File: config.mk
export PLATFORM = sky130hd
export DESIGN_NAME = modulo_controlador_transferencia_rolhas
export DESIGN_NICKNAME = d
export VERILOG_FILES = /design/src/rtl/modulo_controlador_transferencia_rolhas.sv
export SDC_FILE = /design/constraint.sdc
export NUM_CORES = 1
export LEC_CHECK = 0
export BUFFER_PORTS_ARGS = -buffer_cell sky130_fd_sc_hd__buf_2
export CORE_MARGIN = 10
export CORE_UTILIZATION = 55
export DETAILED_ROUTE_END_ITERATION = 7
export PLACE_DENSITY = 0.82
export SYNTH_ARGS = -nofsm -noshare
export SYNTH_HDL_FRONTEND = slang
export SYNTH_SLANG_ARGS = --single-unit
File: constraint.sdc
create_clock -name clk -period 4.79 [get_ports clk]
set_input_delay 0.479 -clock clk [delete_from_list [all_inputs] [get_ports clk]]
set_output_delay 0.479 -clock clk [all_outputs]
set_load 0.03 [all_outputs]
File: src/rtl/modulo_controlador_transferencia_rolhas.sv
// Cork transfer controller: moves corks from the secondary to the primary buffer
// in bounded batches and serves one-deep buffered operator loads into the secondary buffer.
module modulo_controlador_transferencia_rolhas #(
  parameter int MIN_ROLHAS = 5,
  parameter int LOTE       = 15,
  parameter int MAX_ROLHAS = 99
) (
  input  logic       clk,
  input  logic       clr,
  input  logic       en,
  input  logic       veda,
  input  logic       op_load,
  input  logic [6:0] op_qtd,
  output logic [6:0] rolhas_principal,
  output logic [6:0] rolhas_secundario,
  output logic       transf_ativa,
  output logic       ro,
  output logic       load_ack,
  output logic       load_err,
  output logic [1:0] estado
);

  typedef enum logic [1:0] {
    IDLE   = 2'b00,
    TRANSF = 2'b01,
    CARGA  = 2'b10
  } estado_t;

  localparam logic [6:0] MIN_C  = 7'(MIN_ROLHAS);
  localparam logic [6:0] LOTE_C = 7'(LOTE);
  localparam logic [6:0] MAX_C  = 7'(MAX_ROLHAS);

  estado_t    estado_q, estado_d;
  logic [6:0] prin_q, prin_d;
  logic [6:0] sec_q, sec_d;
  logic [6:0] lote_q, lote_d;
  logic [6:0] pend_q, pend_d;
  logic       pend_vld_q, pend_vld_d;
  logic       ack_q, ack_d;
  logic       err_q, err_d;

  logic [6:0] cap;
  logic [6:0] lote_ini;
  logic [8:0] soma;
  logic       mover;
  logic       consumir;
  logic       pend_ocupado;

  always_ff @(posedge clk or posedge clr) begin
    if (clr) begin
      estado_q   <= IDLE;
      prin_q     <= '0;
      sec_q      <= '0;
      lote_q     <= '0;
      pend_q     <= '0;
      pend_vld_q <= 1'b0;
      ack_q      <= 1'b0;
      err_q      <= 1'b0;
    end else begin
      estado_q   <= estado_d;
      prin_q     <= prin_d;
      sec_q      <= sec_d;
      lote_q     <= lote_d;
      pend_q     <= pend_d;
      pend_vld_q <= pend_vld_d;
      ack_q      <= ack_d;
      err_q      <= err_d;
    end
  end

  always_comb begin
    estado_d   = estado_q;
    sec_d      = sec_q;
    lote_d     = lote_q;
    pend_d     = pend_q;
    pend_vld_d = pend_vld_q;
    ack_d      = 1'b0;
    err_d      = 1'b0;

    // Batch size is the tightest of: batch limit, corks available, room in primary.
    cap      = (prin_q < MAX_C) ? (MAX_C - prin_q) : 7'd0;
    lote_ini = LOTE_C;
    if (sec_q < lote_ini) lote_ini = sec_q;
    if (cap < lote_ini)   lote_ini = cap;

    soma = {2'b00, sec_q} + {2'b00, pend_q};

    // A cork moved in the same cycle as a seal is consumed on arrival, so the net is 0.
    mover    = (estado_q == TRANSF) && (lote_q != 7'd0) && (sec_q != 7'd0) && (prin_q < MAX_C);
    consumir = veda && ((prin_q != 7'd0) || mover);
    prin_d   = prin_q + {6'b0, mover} - {6'b0, consumir};

    case (estado_q)
      IDLE: begin
        if (pend_vld_q || op_load) begin
          estado_d = CARGA;
        end else if (en && (prin_q < MIN_C) && (sec_q != 7'd0) && (lote_ini != 7'd0)) begin
          estado_d = TRANSF;
          lote_d   = lote_ini;
        end
      end
      TRANSF: begin
        if (mover) begin
          sec_d  = sec_q - 7'd1;
          lote_d = lote_q - 7'd1;
        end
        if (!en || (lote_q <= 7'd1) || !mover) begin
          estado_d = IDLE;
          lote_d   = 7'd0;
        end
      end
      CARGA: begin
        if (soma <= 9'(MAX_ROLHAS)) begin
          sec_d = soma[6:0];
          ack_d = 1'b1;
        end else begin
          err_d = 1'b1;
        end
        pend_vld_d = 1'b0;
        pend_d     = 7'd0;
        estado_d   = IDLE;
      end
      default: estado_d = IDLE;
    endcase

    // The slot being drained in CARGA is free again, so a load landing there is accepted.
    pend_ocupado = pend_vld_q && (estado_q != CARGA);
    if (op_load) begin
      if (pend_ocupado) begin
        err_d = 1'b1;
      end else begin
        pend_d     = op_qtd;
        pend_vld_d = 1'b1;
      end
    end
  end

  assign rolhas_principal  = prin_q;
  assign rolhas_secundario = sec_q;
  assign transf_ativa      = (estado_q == TRANSF);
  assign ro                = (prin_q == 7'd0);
  assign load_ack          = ack_q;
  assign load_err          = err_q;
  assign estado            = estado_q;

endmodule

==> impl_metrics.env, run 1 <==
export IMPL_status="finished clean"
export IMPL_critPathMaxFanout=13
export IMPL_routedWlPerCell_um=16.5
export IMPL_initial_core_util=0.581
export IMPL_path_cells="inv_1 -> ha_1 -> nand3_1 -> o2bb2ai_1 -> nor2_1 -> ha_1 -> a21oi_1 -> o21ai_1 -> o21a_1 -> or3_1 -> a32oi_1 -> buf_4 -> nor3_1 -> a211o_1"
export IMPL_cp_slowest_stage_delay_ps=470
export IMPL_end_kind="flip-flop"
export IMPL_rsz0062_at_grt="no"
export IMPL_yosys_area_top_type="dfrtp_1"
export IMPL_finalNetCount=404
export IMPL_cp_start_kind="flip-flop"
export IMPL_required_ps=4970
export IMPL_muxShareOfSynthArea=0.00888
export IMPL_grt_total_usage=0.167
export IMPL_grt_pass1_wl_mm=11.8
export IMPL_fp_dieArea_um2=8380
export IMPL_final_cells=420
export IMPL_dp_cells=412
export IMPL_ant_nets=0
export IMPL_avgSynthCellArea_um2=8.88
export IMPL_clk_latency_ps=290
export IMPL_die_y_um=91.6
export IMPL_synth_fa_ha_area_frac=0.183
export IMPL_cts_tree="built"
export IMPL_yosys_top_cells_count="ha_1 (38), dfrtp_1 (33), inv_1 (26)"
export IMPL_root_buffer="clkbuf_8"
export IMPL_cts_buffers=5
export IMPL_synth_top_family_by_area="compound AO/OA/AOI/OAI gates"
export IMPL_finalSetupViolations=0
export IMPL_hold_class="in -> async"
export IMPL_fin_crit_sh=0.778
export IMPL_hpwlAfterDp_mm=5.40
export IMPL_maxCapViolations=0
export IMPL_async_flop_share=1.00
export IMPL_tns_ps=0
export IMPL_skew_ps=6.91
export IMPL_vias=2483
export IMPL_synthFlopType="dfrtp_1"
export IMPL_routabilityCongestion=0.973
export IMPL_fill_cells=412
export IMPL_num_rows=25
export IMPL_drtPass1Iterations=4
export IMPL_synth_edf_count=0
export IMPL_area_growth_pct=11.9
export IMPL_num_antenna_cells=0
export IMPL_post_cts_buffers=0
export IMPL_die_w_um=91.6
export IMPL_viasPerCell=5.91
export IMPL_ff_latch_area_um2=826
export IMPL_post_synth_xor_area_fraction=0.0311
export IMPL_ys_top_cells_by_area="dfrtp_1 (29%), ha_1 (17%), a21oi_1 (4.1%)"
export IMPL_period_needed_ps=3730
export IMPL_slew_headroom=0.555
export IMPL_antenna_found_initial=0
export IMPL_grt_pass1_vias=2459
export IMPL_drtIter0Drc=240
export IMPL_critPathMostFrequentCell="ha_1"
export IMPL_synth_warnings=0
export IMPL_synth_cells=317
export IMPL_cts_hold_buf=0
export IMPL_grt_max_degree=34
export IMPL_crit_family="compound AO/OA/AOI/OAI gates"
export IMPL_critPathBufInv=2
export IMPL_yosys_area_share_simple=0.182
export IMPL_ctsHtreeMaxLevel=2
export IMPL_clock_sinks=33
export IMPL_fmax_mhz=268
export IMPL_grt_overflow_total=0
export IMPL_synth_distinct_cells=66
export IMPL_ctsResizeCount=0
export IMPL_finalMaxSlewViolations=0
export IMPL_synth_seq_cells=33
export IMPL_io_buffers=31
export IMPL_clk_pin_slew_ps=80
export IMPL_drc_errors=0
export IMPL_drive_gt1_frac=0.153
export IMPL_worst_slew_pin_slew_ps=663
export IMPL_pin_count=32
export IMPL_synth_compound_area_share=0.249
export IMPL_cp_arrival_ps=3910
export IMPL_ys_seq_area_frac=0.293
export IMPL_synth_most_common_cell="ha_1"
export IMPL_clockBufferDepth=2
export IMPL_synth_top_area_frac=0.293
export IMPL_totalWireLength_mm=6.94
export IMPL_hold_viol=0
export IMPL_core_um2=4850
export IMPL_crit_type="reg -> reg"
export IMPL_crit_slowest_cell="dfrtp_1"
export IMPL_synth_area_um2=2820
export IMPL_multi_input_area_um2=1850
[layer usage]
metal  track usage  vias up  wire, um
li1              -     1220         -
met1         0.210     1178      3100
met2         0.281       71      3390
met3        0.0354       14       320
met4        0.0444        0       128
met5             0        -         0
[worst register-to-register path, delay by kind of cell, from the launching register on]
| family | cells | cell delay, ps |
|---|---|---|
| compound gates | 6 | 1450 |
| fa+ha+maj | 2 | 600 |
| buf+inv | 2 | 360 |
| flops | 1 | 470 |
| simple gates | 4 | 740 |
[area by class of cell]
class / count / area share
multi-input cells: 252 / 0.589
flip-flops and latches: 33 / 0.262
clock inverters: 3 / 0.0147
well taps: 67 / 0.0266
clock buffers: 5 / 0.0218
inverters: 27 / 0.0322
repair buffers: 33 / 0.0540
[through the flow]
stage               hold WS, ps  setup slack [ps]  utilization  cell area, um2
finish                      258              1060        0.650            3150
global placement            490              1440        0.626            3040
CTS                         285              1150        0.650            3150
global route                319               895        0.650            3150
floorplan                   470              1280            -            2820
detailed placement          498              1180        0.626            3040
[state kept, by name, indices dropped and copies added, names as in the netlist]
register,cells
load_ack,1
load_err,1
lote_q,7
pend_q,7
estado,2
rolhas_principal,7
pend_vld_q,1
rolhas_secundario,7
[cell usage in the layout, fill, tap and decap left out, drive strengths merged, types with 5 or more instances in the layout]
master,Yosys,final
and2,8,8
xnor2,6,6
nor3,14,14
nand2,19,19
buf,3,33
nor2,22,22
o21a,5,5
nor4,5,5
ha,38,38
a22o,7,7
a211o,5,5
a21oi,23,23
inv,26,26
dfrtp,33,33
clkbuf,4,5
o21ai,22,22
[kinds of logic after synthesis]
kind of cell,after synthesis
AO/OA/AOI/OAI,99
AND/OR/NAND/NOR,98
adder cells (fa/ha/maj),40
buffers and inverters,34
flip-flops,33
XOR/XNOR,10
multiplexers,2
other,1
[path summary, 6_finish.rpt]
kind | cells after the start | start | end | slack, ps
setup / recovery | 14 | rolhas_principal[2]$_DFF_PP0_ | lote_q[0]$_DFFE_PP0P_ | 1060
hold / removal | 3 | clr | rolhas_principal[3]$_DFF_PP0_ | 260
setup reg to reg | 14 | rolhas_principal[2]$_DFF_PP0_ | lote_q[0]$_DFFE_PP0P_ | 1060
hold reg to reg | 1 | pend_q[5]$_DFF_PP0_ | pend_q[5]$_DFF_PP0_ | 510
max in group asynchronous | 3 | clr | lote_q[0]$_DFFE_PP0P_ | 4220
min in group clk | 2 | op_qtd[5] | pend_q[5]$_DFF_PP0_ | 410
Power of run 1 is not shown: default switching activity piles up to over one toggle a cycle in this logic, so the estimate is an artifact.
==> run 2, diff against run 1 <==
--- a/config.mk
+++ b/config.mk
@@ -7,9 +7,9 @@
 export LEC_CHECK = 0
 export BUFFER_PORTS_ARGS = -buffer_cell sky130_fd_sc_hd__buf_2
 export CORE_MARGIN = 10
-export CORE_UTILIZATION = 55
+export CORE_UTILIZATION = 54
 export DETAILED_ROUTE_END_ITERATION = 7
-export PLACE_DENSITY = 0.82
+export PLACE_DENSITY = 0.83
 export SYNTH_ARGS = -nofsm -noshare
 export SYNTH_HDL_FRONTEND = slang
 export SYNTH_SLANG_ARGS = --single-unit
==> constraint.sdc (replaced) <==
create_clock -name clk -period 3.05 [get_ports clk]
set_input_delay 0.305 -clock clk [delete_from_list [all_inputs] [get_ports clk]]
set_output_delay 0.305 -clock clk [all_outputs]
set_load 0.03 [all_outputs]
==> impl_metrics.env, run 2 (synthesized netlist as in run 1, its figures left out) <==
export IMPL_cts_hold_buf=0
export IMPL_clk_latency_ps=290
export IMPL_root_buffer="clkbuf_8"
export IMPL_grt_pass1_wl_mm=13.0
export IMPL_routabilityCongestion=0.926
export IMPL_final_cell_mix="buf_4 (51), ha_1 (32), buf_2 (31), dfrtp_1 (27), nor2_1 (20)"
export IMPL_skew_ps=13.4
export IMPL_hold_class="in -> async"
export IMPL_final_core_util=0.735
export IMPL_end_kind="flip-flop"
export IMPL_grt_overflow_total=0
export IMPL_timing_final_ws_setup_ps=-139
export IMPL_cp_start_kind="flip-flop"
export IMPL_worstReg2RegEnd="lote_q[0]$_DFFE_PP0P_"
export IMPL_finalSetupViolations=8
export IMPL_rsz0062_at_grt="yes"
export IMPL_die_y_um=92.2
export IMPL_mostFrequentLayoutCell="buf_4"
export IMPL_initial_core_util=0.555
export IMPL_routedWlPerCell_um=17.9
export IMPL_cp_arrival_ps=3360
export IMPL_grt_pass1_vias=2849
export IMPL_crit_end="lote_q[0]$_DFFE_PP0P_"
export IMPL_r2r_worst_path_cells=14
export IMPL_drtIter0Drc=277
export IMPL_rr_startpoint="rolhas_principal[4]$_DFF_PP0_"
export IMPL_maxCapViolations=0
export IMPL_fmax_mhz=314
export IMPL_totalWireLength_mm=8.46
export IMPL_num_rows=26
export IMPL_area_growth_pct=32.4
export IMPL_antenna_found_initial=0
export IMPL_grt_total_usage=0.182
export IMPL_clock_sinks=33
export IMPL_drc_errors=0
export IMPL_cts_buffers=5
export IMPL_finalNetCount=454
export IMPL_tns_ps=-724
export IMPL_violations="setup timing"
export IMPL_die_w_um=92.2
export IMPL_viasPerCell=6.08
export IMPL_core_um2=5070
export IMPL_rrSetupSlack_ps=-140
export IMPL_io_buffers=31
export IMPL_required_ps=3220
export IMPL_hold_viol=0
export IMPL_fp_dieArea_um2=8500
export IMPL_status="finished, violations left"
export IMPL_worst_slew_pin_slew_ps=1010
export IMPL_finalMaxSlewViolations=0
export IMPL_clockBufferDepth=2
export IMPL_clk_pin_slew_ps=80
export IMPL_ant_nets=0
export IMPL_pin_count=32
export IMPL_ctsHtreeMaxLevel=2
export IMPL_vias=2874
export IMPL_hpwlAfterDp_mm=5.68
export IMPL_critPathMaxFanout=6
export IMPL_grt_max_degree=26
export IMPL_crit_type="reg -> reg"
export IMPL_slew_headroom=0.327
export IMPL_crit_start="rolhas_principal[4]$_DFF_PP0_"
export IMPL_fin_crit_sh=1.05
export IMPL_drtPass1Iterations=5
export IMPL_cts_tree="built"
export IMPL_period_needed_ps=3190
export IMPL_drive_gt1_frac=0.360
export IMPL_num_antenna_cells=0
==> run 2: final cells by class <==
class | count | area [um2]
Inverter | 27 | 106
Multi-Input combinational cell | 252 | 2070
Fill cell | 371 | 1350
Clock buffer | 6 | 72.6
Sequential cell | 33 | 833
Tap cell | 70 | 87.6
Clock inverter | 2 | 10.0
Timing Repair Buffer | 83 | 549
==> run 2: stage by stage <==
| step | cell area, um2 | instances | setup slack [ps] | hold WS (ps) |
|---|---|---|---|---|
| 4_1_cts | 3520 | 462 | -8.52 | 246 |
| 3_5_place_dp | 3330 | 445 | -160 | 496 |
| 3_3_place_gp | 3330 | 445 | 52.0 | 490 |
| 5_1_grt | 3730 | 473 | -268 | 255 |
| 2_1_floorplan | 2890 | 319 | 7.10 | 432 |
| 6_report | 3730 | 473 | -139 | 241 |
==> run 2: how the worst min path moves through the flow <==
stage               depth (start not counted)                          endpoint  slack (ps)           startpoint
floorplan                                   1             estado[0]$_DFFE_PP0P_         430                  clr
global placement                            1               pend_q[4]$_DFF_PP0_         490  pend_q[4]$_DFF_PP0_
detailed placement                          1               pend_q[3]$_DFF_PP0_         500  pend_q[3]$_DFF_PP0_
CTS                                         2               pend_q[3]$_DFF_PP0_         250            op_qtd[3]
global route                                2               pend_q[3]$_DFF_PP0_         260            op_qtd[3]
finish                                      2  rolhas_secundario[0]$_DFFE_PP0P_         240                  clr
==> run 2: routing by layer <==
| layer | global-route usage | wire, um | vias to the layer above |
|---|---|---|---|
| li1 | - | - | 1331 |
| met2 | 0.304 | 4090 | 138 |
| met4 | 0.0694 | 269 | 0 |
| met1 | 0.223 | 3540 | 1374 |
| met3 | 0.0391 | 559 | 31 |
| met5 | 0 | 0 | - |
==> run 2: critical path: stages, from the launching register on <==
cell and delay, ps:
dfrtp_2 430, inv_4 100, ha_4 140, nand3b_1 110, buf_4 170, o2bb2ai_4 130, nor2_1 190, ha_1 310
a21oi_2 180, o21ai_1 90, o21a_1 230, or3_4 400, a32oi_4 280, nor3_1 70, a211o_1 250
==> run 2: timing repair <==
action                     CTS  global route
gates resized for setup      8            30
buffers inserted             9            10
pin swaps                    7            18
setup endpoints to repair    5            12
cloned                       0             1
Power of run 2 is left out for the same reason.
